File: src/rtl/uart_rx_fsm.sv
// uart_rx_fsm -- control FSM of the UART receiver.
//
// Walks a frame (start, DATA_WIDTH data bits LSB first, optional parity, stop) by counting
// oversampling edges inside each bit. It pulses the enables for the sampler, deserializer and
// start/parity/stop checkers, reads their error flags on the last edge of each bit, and reports
// each frame as either accepted (data_valid) or dropped (frame_err).
//
// Parameters: DATA_WIDTH data bits per frame; PRESC_W width of Prescale and edge_cnt.
// Ports:
//   clk, rst (sync, active-high), EN (low acts like rst)
//   RX_IN serial line (idle high), Prescale oversampling ratio (8/16/32), PAR_EN parity enable
//   Start_glitch / Par_err / Stop_err  checker flags, valid one cycle after their check pulse
//   edge_cnt, bit_cnt                  position inside the frame (0 in IDLE)
//   data_samp_en                       high in every non-IDLE state
//   deser_en, Start_check_en, Par_check_en, Stop_check_en  one-cycle pulses at edge H+2
//   data_valid, frame_err              one-cycle frame outcome pulses
// Optional build (macro UART_RX_BREAK_DET_EN): adds input sampled_bit and output break_det.
// A stop failure on an all-zero frame pulses break_det with frame_err, and the FSM then stays
// in IDLE until RX_IN has been high for P consecutive cycles.
module uart_rx_fsm #(
  parameter int DATA_WIDTH = 8,
  parameter int PRESC_W    = 6
) (
  input  logic               clk,
  input  logic               rst,
  input  logic               EN,
  input  logic               RX_IN,
  input  logic [PRESC_W-1:0] Prescale,
  input  logic               PAR_EN,
  input  logic               Start_glitch,
  input  logic               Par_err,
  input  logic               Stop_err,
`ifdef UART_RX_BREAK_DET_EN
  input  logic               sampled_bit,
  output logic               break_det,
`endif
  output logic [PRESC_W-1:0] edge_cnt,
  output logic [3:0]         bit_cnt,
  output logic               data_samp_en,
  output logic               deser_en,
  output logic               Start_check_en,
  output logic               Par_check_en,
  output logic               Stop_check_en,
  output logic               data_valid,
  output logic               frame_err
);

  localparam logic [3:0] LAST_DATA = 4'(DATA_WIDTH);

  typedef enum logic [2:0] {IDLE, START, DATA, PARITY, STOP} state_t;

  state_t             state;
  logic [PRESC_W-1:0] presc;
  logic [PRESC_W-1:0] half;
  logic               last_edge;
  logic               mid_edge;

`ifdef UART_RX_BREAK_DET_EN
  logic               ones_seen;
  logic               hold;
  logic [PRESC_W-1:0] hold_cnt;
`endif

  assign half      = presc >> 1;
  assign last_edge = (edge_cnt == presc - 1'b1);
  // Pulses are registered, so they are launched one edge early to be high while edge_cnt == H+2,
  // the first edge at which the sampler's 3-edge majority vote (H-1..H+1) is settled.
  assign mid_edge  = (edge_cnt == half + 1'b1);

  always_ff @(posedge clk) begin
    if (rst || !EN) begin
      state          <= IDLE;
      edge_cnt       <= '0;
      bit_cnt        <= '0;
      data_samp_en   <= 1'b0;
      deser_en       <= 1'b0;
      Start_check_en <= 1'b0;
      Par_check_en   <= 1'b0;
      Stop_check_en  <= 1'b0;
      data_valid     <= 1'b0;
      frame_err      <= 1'b0;
`ifdef UART_RX_BREAK_DET_EN
      break_det      <= 1'b0;
      ones_seen      <= 1'b0;
      hold           <= 1'b0;
      hold_cnt       <= '0;
`endif
    end else begin
      deser_en       <= 1'b0;
      Start_check_en <= 1'b0;
      Par_check_en   <= 1'b0;
      Stop_check_en  <= 1'b0;
      data_valid     <= 1'b0;
      frame_err      <= 1'b0;
`ifdef UART_RX_BREAK_DET_EN
      break_det      <= 1'b0;
`endif

      if (state != IDLE) begin
        if (last_edge) begin
          edge_cnt <= '0;
          bit_cnt  <= bit_cnt + 4'd1;
        end else begin
          edge_cnt <= edge_cnt + 1'b1;
        end
      end

      case (state)
        IDLE: begin
`ifdef UART_RX_BREAK_DET_EN
          // After a break the line must return to idle for a full bit time before re-arming.
          if (hold) begin
            if (!RX_IN)
              hold_cnt <= '0;
            else if (hold_cnt == presc - 1'b1)
              hold <= 1'b0;
            else
              hold_cnt <= hold_cnt + 1'b1;
          end else
`endif
          if (!RX_IN) begin
            state        <= START;
            presc        <= Prescale;
            data_samp_en <= 1'b1;
          end
        end

        START: begin
          Start_check_en <= mid_edge;
`ifdef UART_RX_BREAK_DET_EN
          ones_seen      <= 1'b0;
`endif
          if (last_edge) begin
            if (Start_glitch) begin
              state        <= IDLE;
              bit_cnt      <= '0;
              data_samp_en <= 1'b0;
              frame_err    <= 1'b1;
            end else begin
              state <= DATA;
            end
          end
        end

        DATA: begin
          deser_en <= mid_edge;
`ifdef UART_RX_BREAK_DET_EN
          if (deser_en) ones_seen <= ones_seen | sampled_bit;
`endif
          if (last_edge && bit_cnt == LAST_DATA)
            state <= PAR_EN ? PARITY : STOP;
        end

        PARITY: begin
          Par_check_en <= mid_edge;
          if (last_edge) begin
            if (Par_err) begin
              state        <= IDLE;
              bit_cnt      <= '0;
              data_samp_en <= 1'b0;
              frame_err    <= 1'b1;
            end else begin
              state <= STOP;
            end
          end
        end

        STOP: begin
          Stop_check_en <= mid_edge;
          if (last_edge) begin
            bit_cnt <= '0;
            if (Stop_err) begin
              state        <= IDLE;
              data_samp_en <= 1'b0;
              frame_err    <= 1'b1;
`ifdef UART_RX_BREAK_DET_EN
              if (!ones_seen) begin
                break_det <= 1'b1;
                hold      <= 1'b1;
                hold_cnt  <= '0;
              end
`endif
            end else begin
              data_valid <= 1'b1;
              // A low line on the last stop edge is the next start bit: skip IDLE.
              if (RX_IN) begin
                state        <= IDLE;
                data_samp_en <= 1'b0;
              end else begin
                state <= START;
              end
            end
          end
        end

        default: state <= IDLE;
      endcase
    end
  end

endmodule

File: config.mk
export PLATFORM = sky130hd
export DESIGN_NAME = uart_rx_fsm
export DESIGN_NICKNAME = d
export VERILOG_FILES = /design/src/rtl/uart_rx_fsm.sv
export SDC_FILE = /design/constraint.sdc
export NUM_CORES = 1
export LEC_CHECK = 0
export CORE_MARGIN = 10
export CORE_UTILIZATION = 40
export DETAILED_ROUTE_END_ITERATION = 7
export GPL_TIMING_DRIVEN = 0
export PLACE_DENSITY = 0.65
export SYNTH_ARGS = -nofsm -noshare
export SYNTH_HDL_FRONTEND = slang
export SYNTH_SLANG_ARGS = --single-unit
File: constraint.sdc
create_clock -name clk -period 1.84 [get_ports clk]
set_input_delay 0.276 -clock clk [delete_from_list [all_inputs] [get_ports clk]]
set_output_delay 0.276 -clock clk [all_outputs]
set_load 0.03 [all_outputs]
==> impl_metrics.py, run 1 <==
metrics = {
    "synth": {
        "synthesis.area_per_instance_sq_um": 8.62,
        "synth-edff-count": 6,
        "syn_area_sq_um": 1590,
        "synth_seq_area_share_pct": 36.6,
        "synth.lib_cells_used.distinct": 41,
        "synth-seq-cells": 26,
        "synth-main-ff-cell": "dfxtp_1",
        "synth.net_count": 204,
        "yosysWarnings": 0,
        "async_set_or_reset_register_ratio_after_synthesis_pct": 0,
        "synth_cells": 184,
    },
    "power": {
        "power_density_nw_per_um2": 517,
        "peakVddDrop_mv": 0.534,
        "cellLeakagePower_nw": 0.810,
    },
    "timing": {
        "totalNegativeSetupSlack_ns": -2.41,
        "fin_ws_ns": -0.216,
        "max_clock_freq_mhz": 486,
        "fin_worst_skew_ns": 0.00396,
        "timing_worst_slew_pin_value_ns": 0.610,
        "final_max_slew_viol_count": 0,
        "hold_violations": 0,
        "rsz0062_at_grt": "true",
        "finalCriticalPeriod_ns": 2.06,
        "finalCritPeriodShare_pct": 112,
        "final-setup-viol-count": 16,
        "timing.slew.headroom_pct": 59.1,
    },
    "routing": {
        "routedWlPerCell_um": 16.5,
        "drtIter0Drc": 102,
        "detail_route.first_pass.iterations": 4,
        "vias": 1496,
        "drt.antenna.violating_nets": 0,
        "detail_route.vias_per_cell": 5.50,
        "finalWirelength_um": 4490,
        "drc_errors": 0,
    },
    "place": {
        "port_buffers": 29,
        "worst_slack_after_detailed_placement_ns": -0.678,
        "detailedPlacementHpwl_um": 3250,
        "gp_routability_congestion": 0.878,
    },
    "clocking": {
        "h-tree-depth": 1,
        "cts_inserted_buffers": 3,
        "clk_pin_slew_ns": 0.09,
        "clock_tree.buffer_depth": 2,
        "cts.sink_count": 26,
        "clk_root_buffer_cell": "clkbuf_8",
        "cts_tree": "built",
        "clk-insertion-delay-late_ns": 0.28,
    },
    "finish": {
        "antenna-diode-count": 0,
        "final_nets": 245,
        "finish.utilization_pct": 58.7,
        "share_of_final_layout_standard_cells_stronger_than_drive_strength_1_pct": 19.2,
        "synthToLayoutAreaGrowth_pct": 38.5,
        "layout.cells.most_common_list": "clkdlybuf4s50_1 (28), dfxtp_1 (20), nor2_1 (15)",
        "mostFrequentLayoutCell": "clkdlybuf4s50_1",
        "filler_cell_count": 355,
    },
    "global_routing": {
        "antenna_found_initial": 0,
        "grt_first_pass_wirelength_um": 7500,
        "grtUsageTotal_pct": 12.5,
        "number_of_global_route_vias_before_repair": 1504,
        "grt_start_max_net_pins": 15,
        "grt_overflow_total": 0,
    },
    "hold_path": {
        "worstHoldPathType": "reg2reg",
    },
    "setup_path": {
        "critPathMaxFanout": 5,
        "setup.worst_path.end_class": "flip-flop",
        "timing.critical_path.arrival_ns": 2.21,
        "worst-setup-path-type": "reg2reg",
        "setup.worst_path.start_class": "flip-flop",
        "required_time_reported_for_the_critical_path_endpoint_ns": 1.99,
    },
    "floorplan": {
        "floorplan.die.width_um": 83.0,
        "io_pins": 31,
        "fp.dieH_um": 83.0,
        "initial_core_util_pct": 42.3,
        "standard_cell_core_area_sq_um": 3740,
        "total_die_area_sq_um": 6880,
        "floorplan.rows": 22,
    },
    "outcome": {
        "outcome": "finished, violations left",
        "failing_checks": "negative setup slack",
    },
    "job": {
        "timing.max_cap.violations": 0,
    },
}
-- timing repair --
item	4_1_cts	5_1_grt
endpoints found under the setup margin	22	27
pin swaps	8	12
gates cloned	1	0
resized for setup	20	19
buffers inserted	6	2
hold buffers	0	0
-- cell usage after synthesis (2+ instances only) --
| cell | count | area share, % |
|---|---|---|
| clkbuf_1 | 6 | 1.4 |
| and2_1 | 2 | 0.79 |
| a211oi_1 | 2 | 0.95 |
| nor3_1 | 12 | 3.8 |
| ha_1 | 6 | 4.7 |
| and3_1 | 3 | 1.2 |
| buf_6 | 2 | 1.4 |
| o21ai_0 | 8 | 2.5 |
| nor2_1 | 17 | 4.0 |
| inv_1 | 9 | 2.1 |
| dfxtp_1 | 20 | 25 |
| nand3_1 | 5 | 1.6 |
| nand4b_1 | 2 | 1.1 |
| a21oi_1 | 12 | 3.8 |
| or3_1 | 2 | 0.79 |
| o21ai_1 | 2 | 0.63 |
| edfxtp_1 | 6 | 11 |
| xor2_1 | 8 | 4.4 |
| nand2b_1 | 2 | 0.79 |
| nand4_1 | 4 | 1.6 |
| nor4_2 | 2 | 1.6 |
| buf_2 | 2 | 0.63 |
| a31oi_1 | 4 | 1.6 |
| nor2b_1 | 5 | 2.0 |
| xnor2_1 | 12 | 6.6 |
| nand2_1 | 14 | 3.3 |
-- worst max-delay path, cell delays in order, from the launching register on --
cell	delay (ns)
edfxtp_1	0.40
inv_2	0.06
buf_6	0.11
ha_4	0.15
nor2b_4	0.12
or3_4	0.33
a31oi_4	0.23
nand2_4	0.09
buf_6	0.15
a22oi_4	0.16
a32oi_1	0.12
-- worst paths after layout --
check,start,end,slack (ns),cells past startpoint
setup / recovery,presc[1]$_DFFE_PP_,state[0]$_SDFFE_PP0P_,-0.22,10
hold / removal,data_samp_en$_SDFFE_PP0P_,data_samp_en$_SDFFE_PP0P_,0.47,2
setup reg to reg,presc[1]$_DFFE_PP_,state[0]$_SDFFE_PP0P_,-0.22,10
hold reg to reg,data_samp_en$_SDFFE_PP0P_,data_samp_en$_SDFFE_PP0P_,0.47,2
-- registers in the layout, summed over array words and instances, names as in the netlist --
name	count
edge_cnt	6
presc	6
bit_cnt	4
state	3
Par_check_en	1
Start_check_en	1
Stop_check_en	1
data_samp_en	1
data_valid	1
deser_en	1
frame_err	1
-- final cells by class --
type	count	area [sq um]	area share, %
multi-input combinational	138	1060	48.4
tap	48	60.1	2.74
sequential	26	581	26.4
inverter	9	33.8	1.54
timing repair buffer	37	358	16.3
buffer	10	56.3	2.56
clock inverter	1	3.75	0.171
clock buffer	3	41.3	1.88
-- kinds of logic (layout without fill, tap and decap cells) --
| group | after synthesis | after routing | share of synthesized area [%] |
|---|---|---|---|
| buffers and inverters | 20 | 60 | 6.08 |
| and+or+nand+nor | 74 | 74 | 25.6 |
| DFF | 26 | 26 | 36.6 |
| AOI/OAI and AO/OA | 36 | 36 | 14.6 |
| xor gates and xnor gates | 20 | 20 | 11.0 |
| adders and majority gates | 6 | 6 | 4.74 |
| muxes | 2 | 2 | 1.34 |
-- stage by stage --
stage | power [W] | cells | area [sq um] | hold WS (ns)
after floorplan | 0.000716 | 184 | 1590 | 0.347
after global placement | 0.000773 | 261 | 1940 | 0.475
after detailed placement | 0.000777 | 261 | 1940 | 0.474
after CTS | 0.00112 | 272 | 2130 | 0.494
after global routing | 0.00118 | 272 | 2200 | 0.528
final | 0.00113 | 272 | 2200 | 0.473
-- metal layers --
layer	vias to the layer above	global-route usage, %	share of wire [%]
met5	-	0	0
met4	0	3.54	1.4
met3	4	3.13	5.9
met2	44	19.3	47
met1	718	16.6	46
li1	730	-	-
-- power breakdown --
part           internal, W  leakage, nW  switching, W
clock network     0.000150       0.0231      0.000188
registers         0.000593        0.216    0.00000962
logic            0.0000875        0.571      0.000107
total             0.000830        0.810      0.000304
No activity file was read; power rests on OpenSTA's default activity.
==> run 2: changes to the inputs <==
--- a/config.mk
+++ b/config.mk
@@ -5,11 +5,10 @@
 export SDC_FILE = /design/constraint.sdc
 export NUM_CORES = 1
 export LEC_CHECK = 0
-export CORE_MARGIN = 10
 export CORE_UTILIZATION = 40
 export DETAILED_ROUTE_END_ITERATION = 7
 export GPL_TIMING_DRIVEN = 0
-export PLACE_DENSITY = 0.65
+export PLACE_DENSITY = 0.62
 export SYNTH_ARGS = -nofsm -noshare
 export SYNTH_HDL_FRONTEND = slang
 export SYNTH_SLANG_ARGS = --single-unit
==> constraint.sdc (replaced) <==
create_clock -name clk -period 2.3 [get_ports clk]
set_input_delay 0.345 -clock clk [delete_from_list [all_inputs] [get_ports clk]]
set_output_delay 0.345 -clock clk [all_outputs]
set_load 0.03 [all_outputs]
==> run 2 against run 1 <==
Clock skew increased by 0.0069 ns. Largest power group unchanged. The flow now finishes without violations. Clock-buffer cell count increased by 1. Clock power decreased by 11%. Cell count decreased by 0.74%. Register-to-register slack improved by 0.33 ns. Global-route usage increased by 7.2 points. Sequential share of layout area increased by 1.9 points. Via count decreased by 3.8%. Highest routed layer unchanged.
==> impl_metrics.py, run 2 (synthesized netlist as in run 1, its figures left out) <==
metrics = {
    "outcome": {
        "outcome": "finished clean",
    },
    "finish": {
        "antenna-diode-count": 0,
        "layout.cells.most_common_list": "clkdlybuf4s50_1 (29), dfxtp_1 (20), nor2_1 (16)",
        "finish.utilization_pct": 54.8,
        "largestRegisters": "edge_cnt x6, presc x6, bit_cnt x4",
        "synthToLayoutAreaGrowth_pct": 29.4,
        "share_of_final_layout_standard_cells_stronger_than_drive_strength_1_pct": 9.91,
        "final_nets": 243,
        "mostFrequentLayoutCell": "clkdlybuf4s50_1",
    },
    "floorplan": {
        "initial_core_util_pct": 42.3,
        "fp.dieH_um": 65.0,
        "total_die_area_sq_um": 4220,
        "floorplan.rows": 22,
        "io_pins": 31,
        "floorplan.die.width_um": 65.0,
        "standard_cell_core_area_sq_um": 3740,
    },
    "setup_path": {
        "critPathMaxFanout": 10,
        "setup.worst_path.start_class": "flip-flop",
        "setup.worst_path.end_class": "flip-flop",
        "timing.critical_path.arrival_ns": 2.33,
        "timing.critical_path.slowest_cell_delay_ns": 0.41,
        "worstPathBufferInverterCount": 2,
        "crit_chain": "inv_1, ha_1, nor2b_1, or3_1, a31oi_4, nand2_1, buf_6, o21ai_0, a21oi_1",
        "critical_path.top_delay_family": "simple AND/OR/NAND/NOR gates",
        "critical_path.slowest_cell": "edfxtp_1",
        "worst-setup-path-type": "reg2reg",
        "required_time_reported_for_the_critical_path_endpoint_ns": 2.44,
    },
    "routing": {
        "vias": 1439,
        "drt.antenna.violating_nets": 0,
        "detail_route.vias_per_cell": 5.33,
        "drtIter0Drc": 78,
        "finalWirelength_um": 3980,
        "routedWlPerCell_um": 14.7,
        "drc_errors": 0,
        "detail_route.first_pass.iterations": 4,
    },
    "global_routing": {
        "grtUsageTotal_pct": 19.7,
        "grt_overflow_total": 0,
        "number_of_global_route_vias_before_repair": 1341,
        "antenna_found_initial": 0,
        "grt_first_pass_wirelength_um": 6280,
        "grt_start_max_net_pins": 15,
    },
    "timing": {
        "hold_violations": 0,
        "fin_hold_ws_ns": 0.489,
        "rsz0062_at_grt": "false",
        "fin_worst_skew_ns": 0.0109,
        "timing_worst_slew_pin_value_ns": 0.926,
        "finalCriticalPeriod_ns": 2.19,
        "max_clock_freq_mhz": 457,
        "finalCritPeriodShare_pct": 95.2,
        "timing.slew.headroom_pct": 37.8,
        "final-setup-viol-count": 0,
        "final_max_slew_viol_count": 0,
    },
    "clocking": {
        "clk-insertion-delay-late_ns": 0.28,
        "clock_tree.buffer_depth": 2,
        "cts_tree": "built",
        "clk_pin_slew_ns": 0.10,
        "cts_inserted_buffers": 3,
        "h-tree-depth": 1,
        "cts.sink_count": 26,
        "clk_root_buffer_cell": "clkbuf_8",
    },
    "power": {
        "peakVddDrop_mv": 0.365,
        "design_power_total_w": 0.000921,
        "cellLeakagePower_nw": 0.760,
        "power_density_nw_per_um2": 449,
    },
    "hold_path": {
        "worstHoldPathType": "reg2reg",
    },
    "place": {
        "port_buffers": 29,
        "gp_routability_congestion": 0.889,
        "detailedPlacementHpwl_um": 2880,
    },
    "job": {
        "timing.max_cap.violations": 0,
    },
}
[run 2: changes by cell type in the layout (fill, tap and decap cells not counted), moves of 3 or more]
cell / before / now
ha_1: 3 / 6
nor3_1: 7 / 11
nor3_2: 4 / 1
ha_4: 3 / 0
[run 2: path summary, 6_finish.rpt]
check | cells after the start | endpoint | startpoint | slack (ns)
max | 9 | bit_cnt[0]$_SDFF_PP0_ | presc[1]$_DFFE_PP_ | 0.11
min | 2 | data_samp_en$_SDFFE_PP0P_ | data_samp_en$_SDFFE_PP0P_ | 0.49
max reg2reg | 9 | bit_cnt[0]$_SDFF_PP0_ | presc[1]$_DFFE_PP_ | 0.11
min reg2reg | 2 | data_samp_en$_SDFFE_PP0P_ | data_samp_en$_SDFFE_PP0P_ | 0.49
[run 2: through the flow]
step | cell area, sq um | setup WS, ns | TNS (ns) | std cells
final | 2050 | 0.110 | 0 | 270
after global routing | 2050 | 0.00956 | 0 | 270
after global placement | 1940 | -0.184 | -1.10 | 261
after CTS | 2000 | 0.0522 | 0 | 265
after floorplan | 1590 | 0.306 | 0 | 184
after detailed placement | 1940 | -0.245 | -1.47 | 261
[run 2: per-layer routing]
| layer | track usage [%] | part of all wire [%] | up-vias |
|---|---|---|---|
| li1 | - | - | 730 |
| met3 | 3.70 | 2.9 | 4 |
| met4 | 6.39 | 1.1 | 0 |
| met2 | 30.6 | 46 | 27 |
| met1 | 27.2 | 50 | 678 |
| met5 | 0 | 0 | - |
[run 2: cell type report]
class                           instances  area [sq um]
Tap cell                               48          60.1
Timing Repair Buffer                   34           328
Inverter                                9          33.8
Clock buffer                            4          55.1
Fill cell                             355          1690
Sequential cell                        26           581
Multi-Input combinational cell        138           931
Buffer                                 11          62.6
[run 2: timing repair]
item | in CTS | in global routing
setup buffers | 0 | 5
hold buffers | 0 | 0
endpoints found under the setup margin | 2 | 19
pin swaps | 0 | 1
resized for setup | 1 | 3
[run 2: power by group]
part	switching, W	internal [W]
Clock	0.000149	0.000153
Combinational	0.0000749	0.0000617
Sequential	0.00000758	0.000474
Total	0.000232	0.000689
[run 2: worst min-delay path, delay by kind of cell (launching register included)]
family,cells,cell delay [ns]
compound gates,2,0.14
flops,1,0.32
